$ cat src/rtl/bulk_rx_decoder_if.sv
// w_busif: single-beat write bus carrying a data word and a register address,
// with valid/ready backpressure from the register controller.
`timescale 1ns/1ps
interface w_busif #(
  parameter int DATA_WIDTH = 32,
  parameter int RAM_DEPTH  = 256
);
  localparam int ADDR_WIDTH = $clog2(RAM_DEPTH);

  logic [DATA_WIDTH-1:0] data;
  logic [ADDR_WIDTH-1:0] addr;
  logic                  valid;
  logic                  ready;

  modport master (output data, addr, valid, input ready);
  modport slave  (input data, addr, valid, output ready);
endinterface

$ cat src/rtl/bulk_rx_decoder.sv
// bulk_rx_decoder: turns a SYNC/ADDR/D3..D0[/CSUM] byte stream into single
// register writes. Define BULK_RX_CHECKSUM_EN to add the trailing XOR checksum byte.
`timescale 1ns/1ps
module bulk_rx_decoder #(
  parameter int         DATA_WIDTH     = 32,
  parameter int         RAM_DEPTH      = 256,
  parameter logic [7:0] SYNC_BYTE      = 8'hA5,
  parameter int         TIMEOUT_CYCLES = 1000
) (
  input  logic        clk,
  input  logic        rstn,
  input  logic [7:0]  in_data,
  input  logic        in_valid,
  output logic        in_ready,
  w_busif.master      bulk_rx,
  output logic [15:0] frame_count,
  output logic [15:0] err_count
);

  localparam int            AW       = $clog2(RAM_DEPTH);
  localparam int            TW       = $clog2(TIMEOUT_CYCLES + 1);
  localparam logic [TW-1:0] TMO_LAST = TW'(TIMEOUT_CYCLES - 1);

  typedef enum logic [2:0] {
    S_IDLE,
    S_ADDR,
    S_DATA,
`ifdef BULK_RX_CHECKSUM_EN
    S_CSUM,
`endif
    S_OUT
  } state_t;

  state_t                state_q;
  logic [1:0]            idx_q;
  logic [TW-1:0]         tmo_q;
  logic                  valid_q;
  logic [DATA_WIDTH-1:0] data_q;
  logic [AW-1:0]         addr_q;
  logic [15:0]           frame_q;
  logic [15:0]           err_q;
`ifdef BULK_RX_CHECKSUM_EN
  logic [7:0]            csum_q;
`endif

  logic accept;

  // Gating with rstn keeps the byte source stalled for the whole reset pulse,
  // not just from the first reset edge onward.
  assign in_ready = rstn && (state_q != S_OUT);
  assign accept   = in_valid && in_ready;

  function automatic logic [15:0] sat_inc(input logic [15:0] v);
    return (v == 16'hFFFF) ? v : v + 16'd1;
  endfunction

  // NOTE: all state lives in one clocked block and is updated with <= so every
  // branch sees the pre-edge values; a blocking = here would chain updates.
  always_ff @(posedge clk) begin
    if (!rstn) begin
      state_q <= S_IDLE;
      idx_q   <= '0;
      tmo_q   <= '0;
      valid_q <= 1'b0;
      data_q  <= '0;
      addr_q  <= '0;
      frame_q <= '0;
      err_q   <= '0;
`ifdef BULK_RX_CHECKSUM_EN
      csum_q  <= '0;
`endif
    end else begin
      case (state_q)
        S_IDLE: begin
          tmo_q <= '0;
          if (accept && in_data == SYNC_BYTE) state_q <= S_ADDR;
        end

        // Frame stays presented until the consumer takes it; no timeout here.
        S_OUT: begin
          if (bulk_rx.ready) begin
            state_q <= S_IDLE;
            valid_q <= 1'b0;
            frame_q <= sat_inc(frame_q);
          end
        end

        default: begin
          if (accept) begin
            tmo_q <= '0;
            case (state_q)
              S_ADDR: begin
                addr_q  <= AW'(in_data);
                idx_q   <= 2'd0;
                state_q <= S_DATA;
`ifdef BULK_RX_CHECKSUM_EN
                csum_q  <= in_data;
`endif
              end
              S_DATA: begin
                case (idx_q)
                  2'd0:    data_q[31:24] <= in_data;
                  2'd1:    data_q[23:16] <= in_data;
                  2'd2:    data_q[15:8]  <= in_data;
                  default: data_q[7:0]   <= in_data;
                endcase
                idx_q <= idx_q + 2'd1;
`ifdef BULK_RX_CHECKSUM_EN
                csum_q <= csum_q ^ in_data;
                if (idx_q == 2'd3) state_q <= S_CSUM;
`else
                if (idx_q == 2'd3) begin
                  state_q <= S_OUT;
                  valid_q <= 1'b1;
                end
`endif
              end
`ifdef BULK_RX_CHECKSUM_EN
              S_CSUM: begin
                if (in_data == csum_q) begin
                  state_q <= S_OUT;
                  valid_q <= 1'b1;
                end else begin
                  state_q <= S_IDLE;
                  err_q   <= sat_inc(err_q);
                end
              end
`endif
              default: state_q <= S_IDLE;
            endcase
          end else if (tmo_q == TMO_LAST) begin
            // An accepted byte takes priority over an expiring timeout.
            state_q <= S_IDLE;
            tmo_q   <= '0;
            err_q   <= sat_inc(err_q);
          end else begin
            tmo_q <= tmo_q + TW'(1);
          end
        end
      endcase
    end
  end

  assign bulk_rx.valid = valid_q;
  assign bulk_rx.data  = data_q;
  assign bulk_rx.addr  = addr_q;
  assign frame_count   = frame_q;
  assign err_count     = err_q;

endmodule

$ cat src/flat_wrapper.sv
// flat-port wrapper written by rule: the top's interface ports become plain ports
module bulk_rx_decoder_flat 
#(
  parameter int         DATA_WIDTH     = 32,
  parameter int         RAM_DEPTH      = 256,
  parameter logic [7:0] SYNC_BYTE      = 8'hA5,
  parameter int         TIMEOUT_CYCLES = 1000
)
  (clk, rstn, in_data, in_valid, in_ready, frame_count, err_count, bulk_rx_data, bulk_rx_addr, bulk_rx_valid, bulk_rx_ready);
  w_busif #(.DATA_WIDTH(DATA_WIDTH), .RAM_DEPTH(RAM_DEPTH)) bulk_rx_i ();
  input  logic clk;
  input  logic rstn;
  input  logic [7:0] in_data;
  input  logic in_valid;
  output logic in_ready;
  output logic [15:0] frame_count;
  output logic [15:0] err_count;
  output wire logic [$bits(bulk_rx_i.data)-1:0] bulk_rx_data;
  output wire logic [$bits(bulk_rx_i.addr)-1:0] bulk_rx_addr;
  output wire logic [$bits(bulk_rx_i.valid)-1:0] bulk_rx_valid;
  input wire logic [$bits(bulk_rx_i.ready)-1:0] bulk_rx_ready;
  assign bulk_rx_data = bulk_rx_i.data;
  assign bulk_rx_addr = bulk_rx_i.addr;
  assign bulk_rx_valid = bulk_rx_i.valid;
  assign bulk_rx_i.ready = bulk_rx_ready;
  bulk_rx_decoder #(.DATA_WIDTH(DATA_WIDTH), .RAM_DEPTH(RAM_DEPTH), .SYNC_BYTE(SYNC_BYTE), .TIMEOUT_CYCLES(TIMEOUT_CYCLES)) u_core (.clk(clk), .rstn(rstn), .in_data(in_data), .in_valid(in_valid), .in_ready(in_ready), .bulk_rx(bulk_rx_i), .frame_count(frame_count), .err_count(err_count));
endmodule
$ cat config.mk
export PLATFORM = sky130hd
export DESIGN_NAME = bulk_rx_decoder_flat
export DESIGN_NICKNAME = d
export VERILOG_FILES = /design/src/rtl/bulk_rx_decoder_if.sv /design/src/rtl/bulk_rx_decoder.sv /design/src/flat_wrapper.sv
export SDC_FILE = /design/constraint.sdc
export NUM_CORES = 1
export LEC_CHECK = 0
export ABC_AREA = 0
export CAP_MARGIN = 20
export CORE_ASPECT_RATIO = 0.75
export CORE_MARGIN = 2
export CORE_UTILIZATION = 50
export CTS_CLUSTER_DIAMETER = 100
export DETAILED_ROUTE_END_ITERATION = 10
export PLACE_DENSITY = 0.79
export SLEW_MARGIN = 15
export SYNTH_ARGS = -nofsm -noshare
export SYNTH_HDL_FRONTEND = slang
export SYNTH_SLANG_ARGS = --single-unit
$ cat constraint.sdc
create_clock -name clk -period 2.5 [get_ports clk]
set_clock_uncertainty 0.15 [all_clocks]
set_input_delay 0.75 -clock clk [delete_from_list [all_inputs] [get_ports clk]]
set_output_delay 0.75 -clock clk [all_outputs]
set_load 0.005 [all_outputs]
==> results of run 1 <==
cell families (layout without fill, tap and decap cells):
family | Yosys count | in the layout | synth area share
AO/OA/AOI/OAI | 90 | 90 | 0.134
XOR/XNOR | 21 | 21 | 0.0473
adder cells (fa/ha/maj) | 13 | 13 | 0.0418
buffers and inverters | 35 | 151 | 0.0422
flip-flops | 87 | 87 | 0.448
multiplexers | 3 | 3 | 0.00772
AND/OR/NAND/NOR | 216 | 216 | 0.279
sequential cells by signal (all words and copies together) (netlist names):
| register | count |
|---|---|
| u_core.bulk_rx.data | 32 |
| u_core.err_count | 16 |
| u_core.frame_count | 16 |
| u_core.tmo_q | 10 |
| u_core.bulk_rx.addr | 8 |
| u_core.idx_q | 2 |
| u_core.state_q | 2 |
| u_core.bulk_rx.valid | 1 |
worst max path at each step:
stage                                     start                                   end  slack (ns)  cells after the start
2_1_floorplan                              rstn                              in_ready        0.18                      4
3_3_place_gp                               rstn                              in_ready       -0.41                      4
3_5_place_dp                               rstn                              in_ready       -0.43                      4
4_1_cts        u_core.err_count[8]$_SDFFE_PN0P_      u_core.err_count[1]$_SDFFE_PN0P_        0.03                      6
5_1_grt                                in_valid  u_core.bulk_rx.data[26]$_SDFFE_PN0P_       0.003                      7
6_report                             in_data[0]        u_core.state_q[0]$_SDFFE_PN0P_        0.05                      7
cells in the final DEF (no fill, tap or decap), types with 10 or more instances in the layout:
cell type / Yosys / layout
a21oi_1: 59 / 59
and3_1: 11 / 10
buf_4: 0 / 40
clkbuf_8: 0 / 10
clkdlybuf4s50_1: 0 / 83
dfxtp_1: 87 / 87
ha_1: 13 / 12
nand2_1: 73 / 73
nand3_1: 49 / 49
nor2_1: 27 / 27
xor2_1: 14 / 14
through the flow:
stage / hold slack (ns) / setup TNS (ns) / setup slack (ns) / total power, mW / std cells
after CTS: 0.308 / 0 / 0.0254 / 2.71 / 680
after detailed placement: 0.296 / -16.46 / -0.425 / 1.73 / 664
after floorplan: 0.303 / 0 / 0.179 / 1.61 / 465
after global placement: 0.294 / -13.28 / -0.409 / 1.72 / 664
final: 0.308 / 0 / 0.0480 / 2.70 / 682
after global routing: 0.338 / 0 / 0.00300 / 2.80 / 682
power by group:
group / internal (mW) / switching, mW
clock: 0.494 / 0.500
combinational: 0.119 / 0.167
sequential: 1.40 / 0.0176
total: 2.02 / 0.685
critical path, cell delays in order:
cell	delay, ns
clkdlybuf4s50_1	0.48
nor4bb_1	0.40
buf_4	0.18
nand3_1	0.09
a221o_1	0.37
o211ai_1	0.19
o31ai_1	0.09
repair_timing:
| item | 4_1_cts | 5_1_grt |
|---|---|---|
| gates resized for setup | 5 | 2 |
| setup endpoints to repair | 3 | 8 |
| hold buffers | 0 | 0 |
| pin swaps | 0 | 1 |
| buffers inserted | 0 | 2 |
layout make-up:
class                   instances  area (µm²)  share of cell area
repair buffers                125        1150               0.219
clock inverters                 4        53.8              0.0103
well taps                     101         126              0.0241
flip-flops and latches         87        1740               0.332
clock buffers                  12         145              0.0277
inverters                      10        37.5             0.00715
multi-input cells             343        1990               0.380
layer usage:
layer | global-route usage | vias to the layer above
li1 | - | 1863
met1 | 0.324 | 1821
met2 | 0.425 | 131
met3 | 0.0625 | 20
met4 | 0.0974 | 0
met5 | 0 | -
==> out/results.ini, run 1 <==
[flow_run]
drv_cap = 0

[placement]
gp_congestion = 0.830
dpl.hpwl_um = 7710
io_buffers = 85
place_area_um2 = 5020

[logic_synthesis]
synthDistinctLibCells = 45
syn_nets = 490
syn_area_per_cell_um2 = 8.36
yosysMostFrequentCell = dfxtp_1
ys_seq_elements = 87
synthArstFlopShare = 0
synthTopCellsByArea = dfxtp_1, a21oi_1, nand2_1
synth_area_um2 = 3890
synth-warning-count = 0
synth_common_cells = dfxtp_1, nand2_1, a21oi_1
yosysSeqAreaShare = 0.448
yosysTopAreaCell = dfxtp_1
synth-edff-count = 0
synth_cells = 465
yosysTopAreaCellShare = 0.448
synthFlopType = dfxtp_1

[grt]
gr-total-overflow = 0
grtUsageTotal = 0.256
grt_pass1_vias = 3743
grt_antenna_before_repair = 0
grt_max_degree = 73
grt_pass1_wl_um = 17400

[critical_path]
rrSetupSlack_ns = 0.12
r2r-end = u_core.err_count[1]$_SDFFE_PN0P_
startpoint_type = input pin
reg2reg_from = u_core.err_count[8]$_SDFFE_PN0P_
critPathMaxFanout = 4
worstSetupPathType = input pin to flip-flop
required_ns = 2.59
end_kind = flip-flop
cp_data_arrival_time_ns = 2.54
rr_worst_depth = 6

[worst_hold_path]
holdPathEnd = u_core.bulk_rx.data[10]$_SDFFE_PN0P_
hold_depth = 2
worstHoldPathType = flip-flop to flip-flop
hp-start = u_core.bulk_rx.data[10]$_SDFFE_PN0P_

[power_and_ir_drop]
p_per_area_nw_per_um2 = 515
power.leakage_nw = 1.81
ir_drop_mv = 0.344

[drt]
drtIter0Drc = 172
ant_nets = 0
wl_met1_um = 4660
drc = 0
wl_met2_um = 5050
vias_per_cell = 5.62
highest_layer = met4
first_pass_iters = 6
vias = 3835
met3_length_um = 677
wl_per_cell_um = 15.5
routed_wl_um = 10600

[clocking]
cts_root_buffer = clkbuf_8
htreeDepth = 3
clock_path_buffers = 2
insertion_delay_ns = 0.35
path_clk_slew_ns = 0.08
numClockSinks = 87
cts_buffers = 9
cts_tree = built

[layout]
fin_area_um2 = 5250
nets = 601
num_antenna_cells = 0
num-fill-cells = 573
fin_util = 0.706
layout-drive-gt1-share = 0.110
area_growth_pct = 35.0

[timing]
worst_slew_pin_slew_ns = 0.752
max_slew_margin = 0.499
rsz0062_at_grt = false
hold_viol_final = 0
post-route-period-util = 0.981
fin_crit_ns = 2.45
finalSetupViolCount = 0
max_freq_mhz = 408
slew_viol_final = 0

[die]
num_rows = 27
io_pins = 86
start_util = 0.523
die_h_um = 80.4
dieArea_um2 = 8510
die_width_um = 106
fp.coreArea_um2 = 7430

[status]
status = complete, no violations

Power figures use the tool's default switching activity.
==> run 2, diff against run 1 <==
--- a/config.mk
+++ b/config.mk
@@ -8,11 +8,10 @@
 export ABC_AREA = 0
 export CAP_MARGIN = 20
 export CORE_ASPECT_RATIO = 0.75
-export CORE_MARGIN = 2
-export CORE_UTILIZATION = 50
+export CORE_UTILIZATION = 45
 export CTS_CLUSTER_DIAMETER = 100
 export DETAILED_ROUTE_END_ITERATION = 10
-export PLACE_DENSITY = 0.79
+export PLACE_DENSITY = 0.75
 export SLEW_MARGIN = 15
 export SYNTH_ARGS = -nofsm -noshare
 export SYNTH_HDL_FRONTEND = slang
==> constraint.sdc (replaced) <==
create_clock -name clk -period 2.2 [get_ports clk]
set_clock_uncertainty 0.15 [all_clocks]
set_input_delay 0.66 -clock clk [delete_from_list [all_inputs] [get_ports clk]]
set_output_delay 0.66 -clock clk [all_outputs]
set_load 0.005 [all_outputs]
==> out/results.ini, run 2 (synthesized netlist as in run 1, its figures left out) <==
[status]
status = complete, no violations

[drt]
highest_layer = met4
ant_nets = 0
vias_per_cell = 5.55
met3_length_um = 624
drtIter0Drc = 246
wl_per_cell_um = 15.0
routed_wl_um = 10400
wl_met1_um = 4910
drc = 0
first_pass_iters = 5
wl_met2_um = 4720
vias = 3854

[critical_path]
crit_path_top_delay_cell = clkdlybuf4s50_1
path_cells = buf_4 > clkdlybuf4s50_1
critPathMaxFanout = 5
worstSetupPathType = flip-flop to output port
cp_num_buf_inv = 2
max_stage_delay_ns = 0.50
startpoint_type = flip-flop
end_kind = output port
rrSetupSlack_ns = 0.08
required_ns = 1.39
crit_family = buffers and inverters
cp_data_arrival_time_ns = 1.34

[grt]
grt_pass1_vias = 3446
grt_max_degree = 40
grtUsageTotal = 0.241
grt_antenna_before_repair = 0
gr-total-overflow = 0
grt_pass1_wl_um = 16500

[timing]
hold_viol_final = 0
setup_slack_ns = 0.0522
rsz0062_at_grt = false
worst_slew_pin_slew_ns = 0.499
max_freq_mhz = 466
post-route-period-util = 0.976
max_slew_margin = 0.666
slew_viol_final = 0
finalSetupViolCount = 0
fin_crit_ns = 2.15

[die]
dieArea_um2 = 9020
io_pins = 86
die_h_um = 82.5
die_width_um = 109
num_rows = 28
start_util = 0.478
fp.coreArea_um2 = 8130

[layout]
nets = 609
num-fill-cells = 663
final_cell_mix = clkdlybuf4s50_1, dfxtp_1, nand2_1, a21oi_1, nand3_1
num_antenna_cells = 0
layout-drive-gt1-share = 0.161
area_growth_pct = 41.8
final_common_cell = clkdlybuf4s50_1
largest_reg_flops = 32
fin_cells = 694

[placement]
dpl_worst_slack_ns = -0.549
gp_congestion = 0.819
dp.cells = 679
io_buffers = 85
dpl.hpwl_um = 7540

[power_and_ir_drop]
ir_drop_mv = 0.475
power.leakage_nw = 1.95
p_per_area_nw_per_um2 = 609

[flow_run]
drv_cap = 0

[clocking]
cts_buffers = 9
htreeDepth = 3
cts_hold_buffers = 0
cts_setup_buffers = 0
insertion_delay_ns = 0.34
clock_path_buffers = 2
path_clk_slew_ns = 0.06
numClockSinks = 87
cts_root_buffer = clkbuf_16
cts_tree = built

[worst_hold_path]
worstHoldPathType = flip-flop to flip-flop

run 2: layout make-up:
class | instances | area [µm²] | share of cell area
Timing Repair Buffer | 133 | 1250 | 0.227
Sequential cell | 87 | 1750 | 0.318
Multi-Input combinational cell | 343 | 2060 | 0.374
Tap cell | 105 | 131 | 0.0238
Clock inverter | 6 | 36.3 | 0.00658
Clock buffer | 10 | 239 | 0.0433
Inverter | 10 | 37.5 | 0.00681
run 2: path summary, 6_finish.rpt:
kind | to | start | cells past startpoint
max | err_count[11] | u_core.err_count[11]$_SDFFE_PN0P_ | 2
max reg2reg | u_core.err_count[1]$_SDFFE_PN0P_ | u_core.err_count[9]$_SDFFE_PN0P_ | 6
min | u_core.bulk_rx.addr[2]$_SDFFE_PN0P_ | u_core.bulk_rx.addr[2]$_SDFFE_PN0P_ | 2
min reg2reg | u_core.bulk_rx.addr[2]$_SDFFE_PN0P_ | u_core.bulk_rx.addr[2]$_SDFFE_PN0P_ | 2
run 2: power breakdown:
| part | total, mW | switching, mW | internal, mW |
|---|---|---|---|
| combinational | 0.322 | 0.185 | 0.136 |
| sequential | 1.62 | 0.0213 | 1.60 |
| clock | 1.42 | 0.626 | 0.789 |
| total | 3.36 | 0.833 | 2.52 |
run 2: worst register-to-register path, delay by kind of cell (launching register included):
| kind | cells | cell delay, ns |
|---|---|---|
| AO/OA/AOI/OAI | 1 | 0.49 |
| buffers and inverters | 1 | 0.19 |
| flip-flops | 1 | 0.37 |
| multiplexers | 1 | 0.18 |
| AND/OR/NAND/NOR | 3 | 0.61 |
run 2: per-stage QoR:
step | setup TNS [ns] | utilization | hold WS, ns | instance area [µm²] | power (mW)
finish | 0 | 0.678 | 0.307 | 5510 | 3.36
global route | 0 | 0.678 | 0.330 | 5510 | 3.49
CTS | 0 | 0.673 | 0.308 | 5470 | 3.38
detailed placement | -26.02 | 0.634 | 0.300 | 5150 | 1.97
global placement | -23.74 | 0.634 | 0.295 | 5150 | 1.96
floorplan | 0 | - | 0.303 | 3890 | 1.83
run 2: repair_timing:
item,in CTS,in global routing
resized for setup,16,15
setup endpoints to repair,49,52
gates cloned,0,1
pin swaps,4,5
run 2: routing by layer:
layer  vias up  track usage
li1       1888            -
met1      1819        0.327
met2       131        0.371
met3        16       0.0636
met4         0       0.0813
met5         -            0
==> run 3, diff against run 2 <==
--- a/config.mk
+++ b/config.mk
@@ -11,7 +11,7 @@
 export CORE_UTILIZATION = 45
 export CTS_CLUSTER_DIAMETER = 100
 export DETAILED_ROUTE_END_ITERATION = 10
-export PLACE_DENSITY = 0.75
+export PLACE_DENSITY = 0.82
 export SLEW_MARGIN = 15
 export SYNTH_ARGS = -nofsm -noshare
 export SYNTH_HDL_FRONTEND = slang
==> out/results.ini, run 3 (synthesized netlist as in run 1, its figures left out) <==
[status]
status = complete, no violations

[timing]
hold_viol_final = 0
max_freq_mhz = 457
whs_ns = 0.306
finalSetupViolCount = 0
worst_slew_pin_slew_ns = 0.501
max_slew_margin = 0.666
fin_crit_ns = 2.19
slew_viol_final = 0
rsz0062_at_grt = true
post-route-period-util = 0.996

[placement]
dp.cells = 684
dpl.hpwl_um = 8010
io_buffers = 85
gp_congestion = 0.855

[clocking]
cts_root_buffer = clkbuf_16
path_clk_slew_ns = 0.06
insertion_delay_ns = 0.34
cts_buffers = 9
cts_tree = built
clock_path_buffers = 2
htreeDepth = 3
numClockSinks = 87

[grt]
grtUsageTotal = 0.262
gr-total-overflow = 0
grt_pass1_wl_um = 18000
grt_max_degree = 47
grt_pass1_vias = 3788
grt_antenna_before_repair = 0

[critical_path]
crit_family = compound AO/OA/AOI/OAI gates
startpoint = in_data[2]
crit_path_top_delay_cell = clkdlybuf4s50_1
cp_num_buf_inv = 1
path_cells = clkdlybuf4s50_1 > nor4bb_4 > nand3_1 > a221o_1 > o211ai_1 > o31ai_1
cp.depth = 6
cp_data_arrival_time_ns = 2.26
rr_worst_depth = 8
end_kind = flip-flop
startpoint_type = input pin
reg2reg_from = u_core.state_q[1]$_SDFFE_PN0P_
critPathMaxFanout = 4
required_ns = 2.27
worstSetupPathType = input pin to flip-flop
max_stage_delay_ns = 0.50

[power_and_ir_drop]
power.leakage_nw = 2.01
power_mw = 3.51
p_per_area_nw_per_um2 = 627
ir_drop_mv = 0.454

[layout]
largest_reg_flops = 32
final_common_cell = clkdlybuf4s50_1
area_growth_pct = 44.0
num_antenna_cells = 0
final_cell_mix = clkdlybuf4s50_1, dfxtp_1, nand2_1, a21oi_1, buf_4
fin_util = 0.689
layout-drive-gt1-share = 0.172
nets = 615
fin_cells = 699

[die]
num_rows = 28
fp.coreArea_um2 = 8130
die_h_um = 82.5
io_pins = 86
dieArea_um2 = 9020
die_width_um = 109
start_util = 0.478

[drt]
vias = 4025
drtIter0Drc = 299
ant_nets = 0
routed_wl_um = 11700
first_pass_iters = 6
vias_per_cell = 5.76
drc = 0
wl_per_cell_um = 16.7

[worst_hold_path]
hp-start = u_core.bulk_rx.data[7]$_SDFFE_PN0P_
worstHoldPathType = flip-flop to flip-flop
hold_depth = 2

[flow_run]
drv_cap = 0

[run 3: cell types whose count changed in the layout (fill, tap and decap cells not counted), sizes merged]
cell,before,now
inv,10,11
bufinv,0,1
buf,48,53
clkinv,5,1
clkbuf,10,11
dlygate4sd2,2,1
o311ai,1,2
dlymetal6s2s,1,2
[run 3: layer usage]
layer	GRT usage	up-vias	wire length, µm
li1	-	1898	-
met1	0.323	1906	4810
met2	0.447	182	5750
met3	0.0730	39	857
met4	0.0813	0	276
met5	0	-	0
[run 3: stage by stage]
step | setup TNS, ns | setup WS (ns) | instance area [µm²]
finish | 0 | 0.00954 | 5600
global route | -0.0669 | -0.0412 | 5600
CTS | -0.101 | -0.0381 | 5520
detailed placement | -28.12 | -0.543 | 5170
global placement | -25.98 | -0.535 | 5170
floorplan | 0 | 0.0145 | 3890
[run 3: path summary, 6_finish.rpt]
check	end	slack, ns
worst min register to register	u_core.bulk_rx.data[7]$_SDFFE_PN0P_	0.31
worst max-delay path	u_core.state_q[0]$_SDFFE_PN0P_	0.01
worst max register to register	u_core.err_count[13]$_SDFFE_PN0P_	0.04
worst min-delay path	u_core.bulk_rx.data[7]$_SDFFE_PN0P_	0.31
[run 3: layout make-up]
type / count / area, µm²
clock buffers: 11 / 243
clock inverters: 4 / 55.1
fillers: 601 / 2530
inverters: 10 / 37.5
multi-input cells: 344 / 2110
flip-flops and latches: 87 / 1750
well taps: 105 / 131
repair buffers: 138 / 1270
[run 3: what timing repair did]
item,CTS,global route
hold buffers,0,0
setup endpoints to repair,51,50
buffers inserted,0,1
gates resized for setup,15,24
gates cloned,1,0
pin swaps,4,8
[run 3: worst register-to-register path: stages, from the launching register on]
cell      delay (ns)
dfxtp_1         0.37
inv_1           0.10
ha_1            0.31
inv_1           0.10
nor2_4          0.16
o311ai_4        0.18
buf_6           0.19
or3_1           0.37
a21oi_1         0.17
[run 3: report_power, final]
part	internal (mW)	switching (mW)	leakage (nW)
Combinational	0.153	0.209	1.17
Sequential	1.60	0.0224	0.705
Clock	0.911	0.619	0.142
